## config.mk

```make
export PLATFORM = sky130hd
export DESIGN_NAME = result_buffer
export DESIGN_NICKNAME = d
export VERILOG_FILES = /design/src/rtl/result_buffer.sv
export SDC_FILE = /design/constraint.sdc
export NUM_CORES = 2
export LEC_CHECK = 0
export BUFFER_PORTS_ARGS = -buffer_cell sky130_fd_sc_hd__buf_2
export CAP_MARGIN = 20
export CELL_PAD_IN_SITES_DETAIL_PLACEMENT = 0
export CELL_PAD_IN_SITES_GLOBAL_PLACEMENT = 1
export CORE_MARGIN = 8
export CORE_UTILIZATION = 43
export DETAILED_ROUTE_END_ITERATION = 10
export PLACE_DENSITY_LB_ADDON = 0.15
export SKIP_LAST_GASP = 1
export SYNTH_ARGS = -nofsm -noshare
export SYNTH_HDL_FRONTEND = slang
export SYNTH_SLANG_ARGS = --single-unit
```

## constraint.sdc

```tcl
create_clock -name clk -period 7.5 [get_ports clk]
set_input_delay 1.5 -clock clk [delete_from_list [all_inputs] [get_ports clk]]
set_output_delay 1.5 -clock clk [all_outputs]
set_load 0.05 [all_outputs]
```

## src/rtl/result_buffer.sv

```systemverilog
// result_buffer: captures an n x n matrix of 32-bit results written in any
// order at (row, col). Once every entry is present it replays the matrix in
// row-major order over a value_stb / value_ack handshake.
module result_buffer #(
  parameter int unsigned n = 8  // matrix dimension, 1..31
) (
  input  logic        clk,
  input  logic        rst_n,
  input  logic        wr_en,
  input  logic [4:0]  wr_row,
  input  logic [4:0]  wr_col,
  input  logic [31:0] wr_data,
  output logic        full,
  input  logic        start,
  output logic [31:0] value,
  output logic        value_stb,
  input  logic        value_ack,
  output logic [4:0]  i,
  output logic [4:0]  j,
  output logic        done
);

  localparam int unsigned DEPTH = n * n;
  localparam int unsigned AW    = (DEPTH > 1) ? $clog2(DEPTH) : 1;
  localparam int unsigned CW    = $clog2(DEPTH + 1);
  localparam logic [4:0]    LAST     = 5'(n - 1);
  localparam logic [CW-1:0] CNT_FULL = CW'(DEPTH);

  typedef enum logic [2:0] {
    S_FILL,
    S_READY,
    S_FETCH,
    S_PRESENT,
    S_DONE
  } state_e;

  state_e            state_q;
  logic [DEPTH-1:0]  valid_q;
  logic [CW-1:0]     cnt_q;
  logic [CW-1:0]     cnt_d;
  logic              full_q;
  logic              stb_q;
  logic              done_q;
  logic [4:0]        i_q;
  logic [4:0]        j_q;
  logic [31:0]       value_q;

  logic [31:0]       mem [DEPTH];

  logic              wr_in_range;
  logic              wr_accept;
  logic              wr_new;
  logic [AW-1:0]     wr_addr;
  logic [AW-1:0]     rd_addr;

  // Write qualification and row-major address generation.
  always_comb begin
    // NOTE: every signal driven here gets a value on every path, so no latch is inferred.
    wr_in_range = (wr_row <= LAST) && (wr_col <= LAST);
    wr_accept   = (state_q == S_FILL) && wr_en && wr_in_range;
    wr_addr     = AW'(wr_row) * AW'(n) + AW'(wr_col);
    rd_addr     = AW'(i_q) * AW'(n) + AW'(j_q);
    wr_new      = wr_accept && !valid_q[wr_addr];
    cnt_d       = cnt_q + CW'(wr_new);
  end

  // Result storage: written only by accepted in-range writes during fill.
  // NOTE: the array has no reset; the valid bitmap alone decides which entries exist.
  always_ff @(posedge clk) begin
    if (wr_accept) begin
      mem[wr_addr] <= wr_data;
    end
  end

  // Control FSM with registered handshake/status outputs and the read register.
  always_ff @(posedge clk) begin
    // NOTE: state uses non-blocking assignments so every register sees pre-edge values.
    if (!rst_n) begin
      state_q <= S_FILL;
      valid_q <= '0;
      cnt_q   <= '0;
      full_q  <= 1'b0;
      stb_q   <= 1'b0;
      done_q  <= 1'b0;
      i_q     <= '0;
      j_q     <= '0;
      value_q <= '0;
    end else begin
      case (state_q)
        S_FILL: begin
          if (wr_accept) begin
            valid_q[wr_addr] <= 1'b1;
            cnt_q            <= cnt_d;
            if (cnt_d == CNT_FULL) begin
              state_q <= S_READY;
              full_q  <= 1'b1;
            end
          end
        end

        S_READY: begin
          if (start) begin
            i_q     <= '0;
            j_q     <= '0;
            state_q <= S_FETCH;
          end
        end

        S_FETCH: begin
          value_q <= mem[rd_addr];
          stb_q   <= 1'b1;
          state_q <= S_PRESENT;
        end

        S_PRESENT: begin
          if (value_ack) begin
            stb_q <= 1'b0;
            if (j_q == LAST) begin
              if (i_q == LAST) begin
                done_q  <= 1'b1;
                state_q <= S_DONE;
              end else begin
                i_q     <= i_q + 5'd1;
                j_q     <= '0;
                state_q <= S_FETCH;
              end
            end else begin
              j_q     <= j_q + 5'd1;
              state_q <= S_FETCH;
            end
          end
        end

        S_DONE: begin
          if (!start) begin
            valid_q <= '0;
            cnt_q   <= '0;
            full_q  <= 1'b0;
            done_q  <= 1'b0;
            state_q <= S_FILL;
          end
        end

        default: state_q <= S_FILL;
      endcase
    end
  end

  assign full      = full_q;
  assign value     = value_q;
  assign value_stb = stb_q;
  assign i         = i_q;
  assign j         = j_q;
  assign done      = done_q;

endmodule
```

# Yosys cells after proc, flatten, opt, wreduce, memory -nomap -nowiden
# Memory sizes are Yosys's and may differ from the RTL's. A register that Yosys moved wholly into a read port is not among the register bits.
# Cells that the tools add are included.
# classes
multipliers,0
shifts,0
bitwise,1
n_div,0
n_addsub,5
n_lt_le_gt_ge,4
eq_ne,16
muxes,39
n_reduce_logical,19
# op_table
operator,n
64-bit 2-to-1 mux,2
64-bit one-hot mux with 2 select lines,1
64-bit OR,1
5-bit 2-to-1 mux,7
3-bit 2-to-1 mux,7
5-bit one-hot mux with 2 select lines,2
3-bit one-hot mux with 5 select lines,1
5-bit AND reduction,3
7-bit 2-to-1 mux,2
"2-bit != test, second input constant",7
7-bit one-hot mux with 2 select lines,1
6-bit by 5-bit adder with 6-bit output,2
1-bit 2-to-1 mux,11
"5-bit by 1-bit adder with 5-bit output, second input constant",2
"5-bit by 3-bit equality test with 1-bit output, second input constant",2
"5-bit by 3-bit <= comparator with 1-bit output, second input constant",2
4-bit AND reduction,2
2-bit nonzero test,4
7-bit by 1-bit adder with 7-bit output,1
"7-bit equality test, second input constant",1
"6-bit by 7-bit less-than comparator with 1-bit output, second input constant",1
1-bit binary-select mux with 6-bit select,1
1-bit demux with 6-bit select,1
"3-bit by 2-bit equality test with 1-bit output, second input constant",2
other kinds (11),18
# totals
reg_bits,87
rom_bits,0
mem_bits_rw,2048
mem_count,1
latch_bits,0
# memory_table
memory,depth,width,read_ports,rd_clocked_by_memory_dff,wr,line_no,text
mem,64,32,1,1,1,48,logic [31:0] mem [DEPTH];

# Depth between registers and ports, before layout
# depth
depth_word,10
depth_mapped,16
depth_no_buf,15

# Least setup slack after synthesis
# No wires, ideal clock.
# synth_path
path_type,input to register
startpoint,input port wr_row[0]
endpoint,register state_q[0]
stages,16
setup_slack_ps,2722
arrival_ps,4683
setup_time_ps,95
path_cell_list,ha_1 > inv_1 > fa_1 > clkbuf_1 > nor2b_1 > nand2_1 > o22a_1 > o221ai_1 > a2111oi_0 > ha_1 > ha_1 > nand3_1 > or3_1 > a21oi_1 > nand4_1 > a221oi_1
# synth_between
elab_chain_cells,9
word_cells_on_any_way,13
# synth_lines
item,line_no,text
"start, declared",10,"input logic [4:0] wr_row,"
6-bit by 5-bit adder with 6-bit output,61,wr_addr = AW'(wr_row) * AW'(n) + AW'(wr_col);
1-bit binary-select mux with 6-bit select,63,wr_new = wr_accept && !valid_q[wr_addr];
1-bit 2-to-1 mux (not written as such),63,
1-bit zero test,63,
1-bit logical AND,63,
7-bit by 1-bit adder with 7-bit output,64,cnt_d = cnt_q + CW'(wr_new);
7-bit equality test,94,if (cnt_d == CNT_FULL) begin
2-bit by 1-bit != test with 1-bit output (no line),--,
5-bit AND reduction (no line) *,--,
"end signal, assigned",79,state_q <= S_FILL;
"end signal, assigned",95,state_q <= S_READY;
"end signal, assigned",105,state_q <= S_FETCH;
"end, declared",37,state_e state_q;
# Mark *: on every way between the ends. The rest lies on a longest branch, timed or not. The select of a mux whose other input is x is not followed.
# A chain may end at the register's enable or synchronous reset.

# Final worst setup path
# Same ends and word-level chain as after synthesis.

==> flow_summary.ini <==
[logic_synthesis]
synth_top_area_share_pct = 73.63
ys_ff_latch = 2167
synthTopCellsByArea = edfxtp_1, mux4_2, dfxtp_1
syn-num-nets = 3984
yosysMostFrequentCell = edfxtp_1
yosysTopAreaCell = edfxtp_1
yosys.cell_types.count = 58
syn_inst = 3929
syn_area_mm2 = 0.08352
yosys_warnings = 0
synth_enable_flop_cells = 2048
syn_avg_cell_area_um2 = 21.26
synthTopCellsByCount = edfxtp_1, mux4_2, nor2_1, mux2i_1, dfxtp_1
ys_async_sr_fraction_pct = 0
yosys_most_used_dff = edfxtp_1
yosysSeqAreaShare_pct = 76.49

[pwr]
seqPwrFrac_pct = 53.6
p_sw_mw = 4.953
combPwrFrac_pct = 1.5
p_int_mw = 19.74
swShare_pct = 20.06
clkPwrFrac_pct = 45.0
leakage_nw = 28.65
powerDensity_mw_per_mm2 = 258.7
peakVddDrop_mv = 0.1911

[grt]
gr-total-overflow = 0
grt_pass1_vias = 40820
grt_max_degree = 114
antenna_found_initial = 18
grt_pass1_wl_um = 307600
grt_util_all_layers_pct = 20.19

[drt]
wl_um = 214500
drtIter0Drc = 3854
drtPass1Iterations = 7
wl_per_cell_um = 31.20
postRouteAntennaNets = 0
drc = 0
vias_per_cell = 5.851
num_vias = 40230

[setup_path]
cp_cell_sequence = buf_2 -> ha_1 -> inv_1 -> fa_1 -> nor2b_1 -> nand2_1 -> buf_4 -> o22a_1 -> o221ai_1 -> a2111oi_0 -> ha_1 -> ha_1 -> nand3_1 -> or3_1 -> a21oi_1 -> nand4_1 -> a221oi_1
critPathLaunchType = primary input
worst_path_max_delay_cell = a2111oi_0
cpMostUsedCell = ha_1
worst-path-buf-inv = 3
end_kind = register
crit_required_ns = 8.23
slowest_delay_ns = 0.59
cp_max_fo = 10
r2r_start = j[0]
crit_type = primary input to register
worstPathArrival_ns = 5.68
crit_start = wr_row[0]
crit_family = compound AO/OA/AOI/OAI gates

[die]
start_util_pct = 43.32
die_x_um = 456.7
die_y_um = 456.7
ios = 92
core.rowCount = 161
die-area_mm2 = 0.2086
core_mm2 = 0.1928

[place]
port_buffers = 91
hpwl_um = 124500
dp_slack_ns = 1.683
dp_cells = 6444
gp_congestion = 0.7717

[timing]
grt_setup_unrepaired = false
fin_crit_sh_pct = 65.97
slew_headroom_pct = 20.93
clock_skew_ns = 0.03362
tightest_slew_ns = 1.183
min_period_ns = 4.948
max_freq_ghz = 0.2021
hold_viol = 0
maxSlewViolCount = 0
tns_ns = 0
setup_violations = 0
timing.hold.ws_ns = 0.4649
setup_ws_ns = 2.552

[cts]
ctsHtreeMaxLevel = 4
cts.sinks = 2167
root_buffer = clkbuf_16
clkLatencyLatePin_ns = 0.86
ctsLongestPathBuffers = 3
holdBufCountCts = 0
cts_buffers = 223
path_clk_slew_ns = 0.06
cts_tree = done
postCtsSetupRepairBufs = 0
cts_resized = 0

[flow_run]
drv_cap = 0

[finish]
multiInputGateArea_mm2 = 0.01909
utilization_pct = 49.50
instances_no_fill = 6875
synthToLayoutAreaGrowth_pct = 14.26
fin_nets = 4203
drive_above_1_share_pct = 28.73
seq_area_mm2 = 0.06389
fillCellCount = 15490

[min_path]
worstHoldPathType = register to register
worstHoldStart = valid_q[20]

[run_status]
status = completed
## flip-flops by register name, summed over array words and instances (netlist names)
register,count
state_q,3
j,5
value_stb,1
valid_q,64
value,32
cnt_q,7
mem,2048
i,5
full,1
done,1
## cell type report
| class | count | share of cell area [%] |
|---|---|---|
| clock inverters | 121 | 1.246 |
| multi-input cells | 1511 | 20.01 |
| repair buffers | 238 | 1.959 |
| flip-flops and latches | 2167 | 66.95 |
| clock buffers | 300 | 6.482 |
| well taps | 2526 | 3.312 |
| inverters | 7 | 0.02753 |
| diodes | 5 | 0.01311 |
## metrics by stage
stage | total power [mW] | cell area (um2)
floorplan | 13.55 | 83520
global placement | 13.85 | 87730
detailed placement | 13.86 | 87940
CTS | 24.92 | 95320
global route | 25.39 | 95420
finish | 24.69 | 95430
## power groups by stage
| stage | logic (mW) | clock network [mW] | registers, mW |
|---|---|---|---|
| floorplan | 0.0639 | 0 | 13.5 |
| global placement | 0.360 | 0 | 13.5 |
| detailed placement | 0.368 | 0 | 13.5 |
| CTS | 0.367 | 11.3 | 13.2 |
| global route | 0.385 | 11.8 | 13.2 |
| finish | 0.360 | 11.1 | 13.2 |
## final timing paths
kind | endpoint | slack (ns) | depth (start not counted)
setup / recovery | state_q[0] | 2.55 | 17
hold reg to reg | valid_q[20] | 0.46 | 2
hold / removal | valid_q[20] | 0.46 | 2
setup reg to reg | value[27] | 3.22 | 6
## metal layers
| metal | track usage [%] | part of all wire (%) | vias up |
|---|---|---|---|
| met5 | 0.3673 | 0.065 | - |
| met4 | 4.188 | 1.7 | 6 |
| met3 | 4.587 | 6.5 | 240 |
| met2 | 32.53 | 49 | 1209 |
| met1 | 28.43 | 43 | 21740 |
| li1 | - | - | 17030 |
## worst reg2reg max path, stage by stage, from the launching register on
cell      delay [ns]
dfxtp_4         1.00
buf_4           0.61
buf_4           0.68
mux4_2          0.64
mux2_2          0.30
a221oi_1        0.77
nand3_1         0.15
## layout by cell type (no fill, tap or decap), types with 7 or more instances in the layout
| cell | Yosys | routed |
|---|---|---|
| nor2_4 | 0 | 66 |
| o22ai_1 | 36 | 36 |
| buf_12 | 0 | 19 |
| nand3_1 | 44 | 44 |
| nor2_1 | 191 | 125 |
| a221oi_1 | 35 | 35 |
| buf_2 | 109 | 89 |
| nor2b_1 | 19 | 17 |
| clkbuf_1 | 115 | 51 |
| clkbuf_8 | 0 | 21 |
| nand2_1 | 62 | 62 |
| clkbuf_16 | 0 | 228 |
| bufinv_16 | 0 | 20 |
| clkinvlp_4 | 0 | 8 |
| a21oi_1 | 7 | 7 |
| clkinv_2 | 0 | 48 |
| dfxtp_1 | 119 | 116 |
| mux2_2 | 65 | 65 |
| o21ai_0 | 38 | 38 |
| mux2i_1 | 140 | 140 |
| buf_4 | 1 | 125 |
| clkinv_1 | 1 | 34 |
| nand4b_1 | 65 | 65 |
| edfxtp_1 | 2048 | 2048 |
| a31oi_1 | 69 | 69 |
| nand4_1 | 99 | 99 |
| mux4_2 | 522 | 522 |
| o211ai_1 | 35 | 35 |
| nor3_1 | 14 | 11 |
## logic make-up after synthesis
kind of cell             synth area share (%)
AO/OA/AOI/OAI                           1.994
XOR/XNOR                               0.1153
adder cells (fa/ha/maj)                0.1378
buffers and inverters                   1.368
flip-flops                              76.49
multiplexers                            16.63
AND/OR/NAND/NOR                         3.269
(Power assumes the default switching activity.)
